[config.mk]
export PLATFORM = sky130hd
export DESIGN_NAME = pipe_stall_ctrl
export DESIGN_NICKNAME = d
export VERILOG_FILES = /design/src/rtl/pipe_stall_ctrl.sv
export SDC_FILE = /design/constraint.sdc
export NUM_CORES = 1
export LEC_CHECK = 0
export BUFFER_PORTS_ARGS = -buffer_cell sky130_fd_sc_hd__buf_2
export CAP_MARGIN = 25
export CORE_MARGIN = 3
export CORE_UTILIZATION = 40
export CTS_BUF_LIST = sky130_fd_sc_hd__clkbuf_8
export CTS_CLUSTER_SIZE = 14
export DETAILED_ROUTE_END_ITERATION = 10
export GPL_TIMING_DRIVEN = 0
export PLACE_DENSITY_LB_ADDON = 0.12
export SYNTH_ARGS = -nofsm -noshare
export SYNTH_HDL_FRONTEND = slang
export SYNTH_SLANG_ARGS = --single-unit
[constraint.sdc]
create_clock -name clk -period 2.07 [get_ports clk]
set_input_delay 0 -clock clk [delete_from_list [all_inputs] [get_ports clk]]
set_output_delay 0 -clock clk [all_outputs]
set_load 0.02 [all_outputs]
[src/rtl/pipe_stall_ctrl.sv]
// Stall/flush sequencer for the 5-stage pipeline and multi-cycle EX handshake.
// Optional stall-cycle perf counter enabled by defining STALL_CTRL_PERF_EN.
module pipe_stall_ctrl #(
    parameter int MC_TIMEOUT = 64,
    parameter int CNT_W      = 7
) (
    input  logic        clk,
    input  logic        rst,
    input  logic        flush_req,
    input  logic        stallreq_id,
    input  logic        ex_mc_req,
    input  logic        mc_done,
    output logic [5:0]  stall,
    output logic        flush,
    output logic        mc_start,
    output logic        mc_cancel,
    output logic        mc_result_valid,
    output logic        mc_timeout_err,
    output logic [31:0] stall_cycles
);

    typedef enum logic [1:0] {
        IDLE,
        MC_WAIT,
        MC_DONE,
        FLUSH
    } state_t;

    localparam logic [5:0] STALL_NONE = 6'b000000;
    localparam logic [5:0] STALL_ID   = 6'b000111;
    localparam logic [5:0] STALL_EX   = 6'b001111;

    localparam logic [CNT_W-1:0] CNT_LAST = CNT_W'(MC_TIMEOUT - 1);

    state_t           state;
    logic [CNT_W-1:0] cnt;
    logic             cnt_last;

    assign cnt_last = (cnt == CNT_LAST);

    // stall/flush act in the same cycle as the request that causes them
    always_comb begin
        stall = STALL_NONE;
        flush = 1'b0;
        unique case (state)
            IDLE: begin
                if (flush_req)
                    flush = 1'b1;
                else if (ex_mc_req)
                    stall = STALL_EX;
                else if (stallreq_id)
                    stall = STALL_ID;
            end
            MC_WAIT: begin
                if (flush_req)
                    flush = 1'b1;
                else
                    stall = STALL_EX;
            end
            MC_DONE: begin
                flush = flush_req;
            end
            FLUSH: begin
                stall = STALL_NONE;
            end
        endcase
    end

    always_ff @(posedge clk) begin
        if (rst) begin
            state           <= IDLE;
            cnt             <= '0;
            mc_start        <= 1'b0;
            mc_cancel       <= 1'b0;
            mc_result_valid <= 1'b0;
            mc_timeout_err  <= 1'b0;
        end else begin
            mc_start        <= 1'b0;
            mc_cancel       <= 1'b0;
            mc_result_valid <= 1'b0;
            unique case (state)
                IDLE: begin
                    if (flush_req) begin
                        state <= FLUSH;
                    end else if (ex_mc_req) begin
                        state    <= MC_WAIT;
                        mc_start <= 1'b1;
                        cnt      <= '0;
                    end
                end
                MC_WAIT: begin
                    cnt <= cnt + CNT_W'(1);
                    if (flush_req) begin
                        state     <= FLUSH;
                        mc_cancel <= 1'b1;
                    end else if (mc_done) begin
                        state           <= MC_DONE;
                        mc_result_valid <= 1'b1;
                    end else if (cnt_last) begin
                        // give up: instruction leaves EX with an undefined result
                        state          <= IDLE;
                        mc_cancel      <= 1'b1;
                        mc_timeout_err <= 1'b1;
                    end
                end
                MC_DONE: begin
                    state <= flush_req ? FLUSH : IDLE;
                end
                FLUSH: begin
                    state <= IDLE;
                end
            endcase
        end
    end

`ifdef STALL_CTRL_PERF_EN
    always_ff @(posedge clk) begin
        if (rst)
            stall_cycles <= 32'd0;
        else if (stall != STALL_NONE && stall_cycles != 32'hFFFF_FFFF)
            stall_cycles <= stall_cycles + 32'd1;
    end
`else
    assign stall_cycles = 32'h0;
`endif

endmodule

Word level (Yosys, flattened, before mapping). Cells that the tools add are included.

Output and inout port bits: 43. Bits in registers: 13. Logic and storage cells: 50. Bits of input ports: 6.

$add $sub $neg: 1. Mux-type cells: 22. Reduce and logical (&&, ||, !) cells: 9. Bitwise gates (word level): 4. Equality and inequality tests: 8.

Operators by type and width (number): $mux W7 (2); $pmux W7 S2 (1); $mux W2 (6); $mux W4 (3); $pmux W2 S4 (1); $pmux W4 S2 (1); $add A7 B1 Y7 const B (1); $eq A7 B6 Y1 const B (1); $mux W1 (6); $reduce_or A3 Y1 (2); $eq A2 B2 Y1 const B (2); $ne A2 B2 Y1 const B (2); $ne A4 B4 Y1 const B (1); $not A1 Y1 (4); $reduce_and A4 Y1 (1); $reduce_or A2 Y1 (2); $mux W3 (1); $ne A3 B3 Y1 const B (1); $reduce_and A3 Y1 (1); $eq A2 B1 Y1 const B (1); $logic_not A2 Y1 (1); $pmux W1 S2 (1); $reduce_and A2 Y1 (1); $reduce_bool A2 Y1 (1).

Longest topological paths before layout.
Depth after elaboration: 5. Mapped depth: 5. Mapped depth without buffers: 5.

Least setup slack after synthesis. OpenSTA, ideal clock, no wires.

Path kind: register to register. Start: register cnt[0]. End: register mc_timeout_err. Setup slack: 487 ps. Cell stages (with the launch flop): 6. Path buffers: 0. Required time: 2000 ps. Arrival: 1513 ps. Library setup time: 70 ps. Clock period less this slack: 1583 ps. Path through: dfxtp_1 > ha_1 > nand4_1 > or3b_1 > or4_1 > a21oi_1.

Word-level cells in the longest chain between the ends: 2.

RTL lines: from (decl) (line 36) `logic [CNT_W-1:0] cnt;`; from (signal assigned) (line 92) `cnt <= cnt + CNT_W'(1);`; $eq A7 B6 Y1 (line 39) `assign cnt_last = (cnt == CNT_LAST);`; $reduce_and A4 Y1 (no line); to (signal assigned) (line 76) `mc_timeout_err <= 1'b0;`; to (signal assigned) (line 103) `mc_timeout_err <= 1'b1;`; to (decl) (line 18) `output logic mc_timeout_err,`.

No other way between the ends. A chain may end at the register's enable or synchronous reset.

Worst setup path in the final report. Ends and elaborated chain as after synthesis.

==> insert_results.sql <==
INSERT INTO impl_metrics (metric_group, metric, value, unit) VALUES
('status', 'outcome', 'complete, no violations', ''),
('logic_synthesis', 'mappedNetlistArea', '874.6', 'sq um'),
('floorplanning', 'initial_core_util', '43.25', '%'),
('critical_path', 'timing.critical_path.fanout_max', '4', ''),
('drt', 'antenna_violating_nets_post_route', '0', ''),
('floorplanning', 'io_pins', '49', ''),
('worst_hold_path', 'type_of_the_most_critical_hold_path', 'input port to flip-flop', ''),
('sta', 'clock-skew-final', '0.0005178', 'ns'),
('logic_synthesis', 'synth.distinct_cells', '35', ''),
('global_routing', 'grtUsageTotal', '12.60', '%'),
('sta', 'slew_viol_final', '0', ''),
('critical_path', 'destination_of_the_worst_register_to_register_timing_path', 'mc_timeout_err$_SDFFE_PP0P_', ''),
('critical_path', 'setup.worst_path.start_class', 'flip-flop', ''),
('clock_tree', 'cts_tree', 'built', ''),
('clock_tree', 'clock_latency', '0.24', 'ns'),
('critical_path', 'worst-endpoint-arrival', '1.91', 'ns'),
('drt', 'routed_wire_length_per_instance', '8.597', 'um'),
('drt', 'vias_after_detailed_routing', '749', ''),
('clock_tree', 'worst_setup_hold_path_clk_slew', '0.05', 'ns'),
('floorplanning', 'fp-row-count', '16', ''),
('logic_synthesis', 'yosys.area.top_type', 'sky130_fd_sc_hd__buf_4', ''),
('critical_path', 'setup.worst_path.class', 'flip-flop to flip-flop', ''),
('placement', 'post_dp_cell_area', '1092', 'sq um'),
('critical_path', 'cp_data_required_time', '2.25', 'ns'),
('placement', 'place_congestion', '0.7919', ''),
('clock_tree', 'clock_root_buffer', 'sky130_fd_sc_hd__clkbuf_8', ''),
('floorplanning', 'die_height', '52.76', 'um'),
('clock_tree', 'cts_post_setup_buffers_inserted', '0', ''),
('global_routing', 'global_route_wire_length_before_repair', '2.594', 'mm'),
('sta', 'final-hold-violation-count', '0', ''),
('sta', 'max_freq', '577.7', 'MHz'),
('layout', 'syn_to_final_growth', '31.19', '%'),
('global_routing', 'maximum_number_of_pins_on_one_net_before_global_route_repair', '11', ''),
('logic_synthesis', 'synthCells', '104', ''),
('placement', 'placement.setup.worst_slack', '0.3499', 'ns'),
('global_routing', 'global_route.overflow_total', '0', ''),
('drt', 'detail_route.wirelength', '1.556', 'mm'),
('clock_tree', 'htree_levels', '1', ''),
('sta', 'whs', '0.04952', 'ns'),
('clock_tree', 'cts_buffers', '3', ''),
('drt', 'drt_via_density', '4.138', ''),
('clock_tree', 'clock-sinks', '13', ''),
('global_routing', 'first_global_vias', '628', ''),
('global_routing', 'antenna_found_initial', '0', ''),
('layout', 'layout.nets', '162', ''),
('drt', 'drcViolationCount', '0', ''),
('sta', 'finalCritPeriodShare', '83.63', '%'),
('drt', 'drt_pre_antenna_iters', '3', ''),
('sta', 'rsz_0062_raised_after_global_routing', 'no', ''),
('sta', 'finalCriticalPeriod', '1.731', 'ns'),
('logic_synthesis', 'postSynthAreaPerCell', '8.410', 'sq um'),
('logic_synthesis', 'yosys.area.top_type_share', '31.76', '%'),
('critical_path', 'ff2ff_path_depth', '5', ''),
('layout', 'finish.instance_area', '1147', 'sq um'),
('critical_path', 'rr_startpoint', 'cnt[0]$_SDFFE_PP0P_', ''),
('placement', 'port_buffers', '12', ''),
('sta', 'final_critical_path_setup_slack', '0.3389', 'ns'),
('sta', 'setup_total_negative_slack', '0', 'ns'),
('worst_hold_path', 'min_from', 'flush_req', ''),
('critical_path', 'crit_path_end_kind', 'flip-flop', ''),
('logic_synthesis', 'postSynthRegisterBits', '13', ''),
('power_and_ir_drop', 'cellPowerDensity', '590.2', 'nW/um^2'),
('floorplanning', 'die_width', '52.76', 'um'),
('worst_hold_path', 'worstHoldEndpoint', 'mc_result_valid$_SDFF_PP0_', ''),
('floorplanning', 'die_area', '2784', 'sq um'),
('flow_run', 'max-cap-violations', '0', ''),
('sta', 'report.final.setup_viol', '0', ''),
('logic_synthesis', 'synth-warning-count', '0', ''),
('logic_synthesis', 'ys_seq_area_share', '29.76', '%'),
('critical_path', 'ff2ff_setup_slack', '0.34', 'ns'),
('layout', 'drive_gt1_share', '35.71', '%'),
('layout', 'num_antenna_cells', '0', ''),
('power_and_ir_drop', 'ir_drop', '0.3831', 'mV'),
('worst_hold_path', 'hold_path_depth', '2', ''),
('logic_synthesis', 'synth.top_cells.by_area', 'sky130_fd_sc_hd__buf_4 32%, sky130_fd_sc_hd__dfxtp_1 30%, sky130_fd_sc_hd__xor2_1 4.0%', ''),
('layout', 'post-route-util', '56.75', '%'),
('clock_tree', 'worst_case_clock_buffer_depth', '2', ''),
('drt', 'violation_count_after_the_first_detailed_routing_iteration', '4', ''),
('floorplanning', 'core_area', '2022', 'sq um'),
('power_and_ir_drop', 'cellLeakagePower', '0.6189', 'nW');
[synth_stat cells]
cell type                   number
sky130_fd_sc_hd__a211oi_1        1
sky130_fd_sc_hd__a21boi_0        1
sky130_fd_sc_hd__a21o_1          1
sky130_fd_sc_hd__a21oi_1         6
sky130_fd_sc_hd__a2bb2oi_1       1
sky130_fd_sc_hd__a31o_2          1
sky130_fd_sc_hd__a31oi_1         1
sky130_fd_sc_hd__a32oi_1         1
sky130_fd_sc_hd__and3_1          1
sky130_fd_sc_hd__and4b_1         1
sky130_fd_sc_hd__buf_4          37
sky130_fd_sc_hd__clkbuf_1        1
sky130_fd_sc_hd__clkbuf_2        1
sky130_fd_sc_hd__conb_1          1
sky130_fd_sc_hd__dfxtp_1        13
sky130_fd_sc_hd__ha_1            1
sky130_fd_sc_hd__inv_1           3
sky130_fd_sc_hd__nand2_1         1
sky130_fd_sc_hd__nand2b_1        1
sky130_fd_sc_hd__nand3_1         1
sky130_fd_sc_hd__nand4_1         1
sky130_fd_sc_hd__nor2_1          9
sky130_fd_sc_hd__nor2b_1         1
sky130_fd_sc_hd__nor3_1          1
sky130_fd_sc_hd__nor4b_1         1
sky130_fd_sc_hd__nor4bb_1        1
sky130_fd_sc_hd__o2111ai_1       1
sky130_fd_sc_hd__o211ai_1        2
sky130_fd_sc_hd__o21a_1          1
sky130_fd_sc_hd__o21ai_0         3
sky130_fd_sc_hd__o21ba_2         1
sky130_fd_sc_hd__or3_1           1
sky130_fd_sc_hd__or3b_1          1
sky130_fd_sc_hd__or4_1           1
sky130_fd_sc_hd__xor2_1          4
[layout make-up]
class	count	area [sq um]
inverters	3	11.26
fillers	193	874.6
repair buffers	13	70.07
flip-flops and latches	13	260.3
clock inverters	1	3.754
well taps	27	33.78
multi-input cells	82	440.4
clock buffers	3	41.29
plain buffers	39	286.5
[how the worst max path moves through the flow]
stage,endpoint,slack (ns),startpoint
3_3_place_gp,mc_timeout_err$_SDFFE_PP0P_,0.37,cnt[0]$_SDFFE_PP0P_
6_report,mc_timeout_err$_SDFFE_PP0P_,0.34,cnt[0]$_SDFFE_PP0P_
2_1_floorplan,mc_timeout_err$_SDFFE_PP0P_,0.49,cnt[0]$_SDFFE_PP0P_
3_5_place_dp,mc_timeout_err$_SDFFE_PP0P_,0.35,cnt[0]$_SDFFE_PP0P_
4_1_cts,mc_timeout_err$_SDFFE_PP0P_,0.33,cnt[0]$_SDFFE_PP0P_
5_1_grt,mc_timeout_err$_SDFFE_PP0P_,0.22,cnt[0]$_SDFFE_PP0P_
[where the power goes]
part           internal (W)  total, W  switching (W)
clock network      0.000131  0.000217      0.0000862
logic             0.0000789  0.000194       0.000115
registers          0.000259  0.000266     0.00000748
total              0.000468  0.000677       0.000209
[metrics by stage]
step	total power (W)	instances
floorplan	0.0004355	137
global placement	0.0004590	176
detailed placement	0.0004606	176
CTS	0.0006829	181
global route	0.0007175	181
finish	0.0006772	181
[layer usage]
metal / routed length (um) / global-route usage, % / part of all wire (%)
met1: 612 / 13.97 / 39
met2: 757 / 21.07 / 49
met3: 154 / 3.419 / 9.9
met4: 31 / 7.660 / 2.0
met5: 0 / 0 / 0
[cell families (layout without fill, tap and decap cells)]
| group | count (synthesis) | after routing | synth area share [%] |
|---|---|---|---|
| DFF | 13 | 13 | 29.76 |
| xor gates and xnor gates | 4 | 4 | 4.005 |
| adders and majority gates | 1 | 1 | 1.430 |
| and+or+nand+nor | 22 | 22 | 14.16 |
| buffers and inverters | 42 | 59 | 34.05 |
| other | 1 | 34 | 0.4288 |
| AOI/OAI and AO/OA | 21 | 21 | 16.17 |
[worst max-delay path, stage by stage (launching register included)]
cell and delay (ns):
sky130_fd_sc_hd__dfxtp_1 0.39, sky130_fd_sc_hd__ha_1 0.21, sky130_fd_sc_hd__nand4_1 0.11, sky130_fd_sc_hd__or3b_1 0.42
sky130_fd_sc_hd__or4_1 0.40, sky130_fd_sc_hd__a21oi_1 0.14
[placed cells by master, fill, tap and decap left out, drive strengths merged, types with 2 or more instances in the layout]
cell    instances
a21oi           6
o211ai          2
conb           34
inv             4
clkbuf          5
buf            49
dfxtp          13
xor2            4
nor2            9
o21ai           3
[flip-flops by register name, indices dropped and copies added, names as in the netlist]
| name | cells |
|---|---|
| cnt | 7 |
| mc_timeout_err | 1 |
| mc_result_valid | 1 |
| state | 2 |
| mc_cancel | 1 |
| mc_start | 1 |
[what timing repair did]
| item | in CTS | in global routing |
|---|---|---|
| gates resized for setup | 0 | 0 |
| hold endpoints to repair | 5 | 0 |
| hold buffers | 1 | 0 |
(Power assumes the default switching activity.)
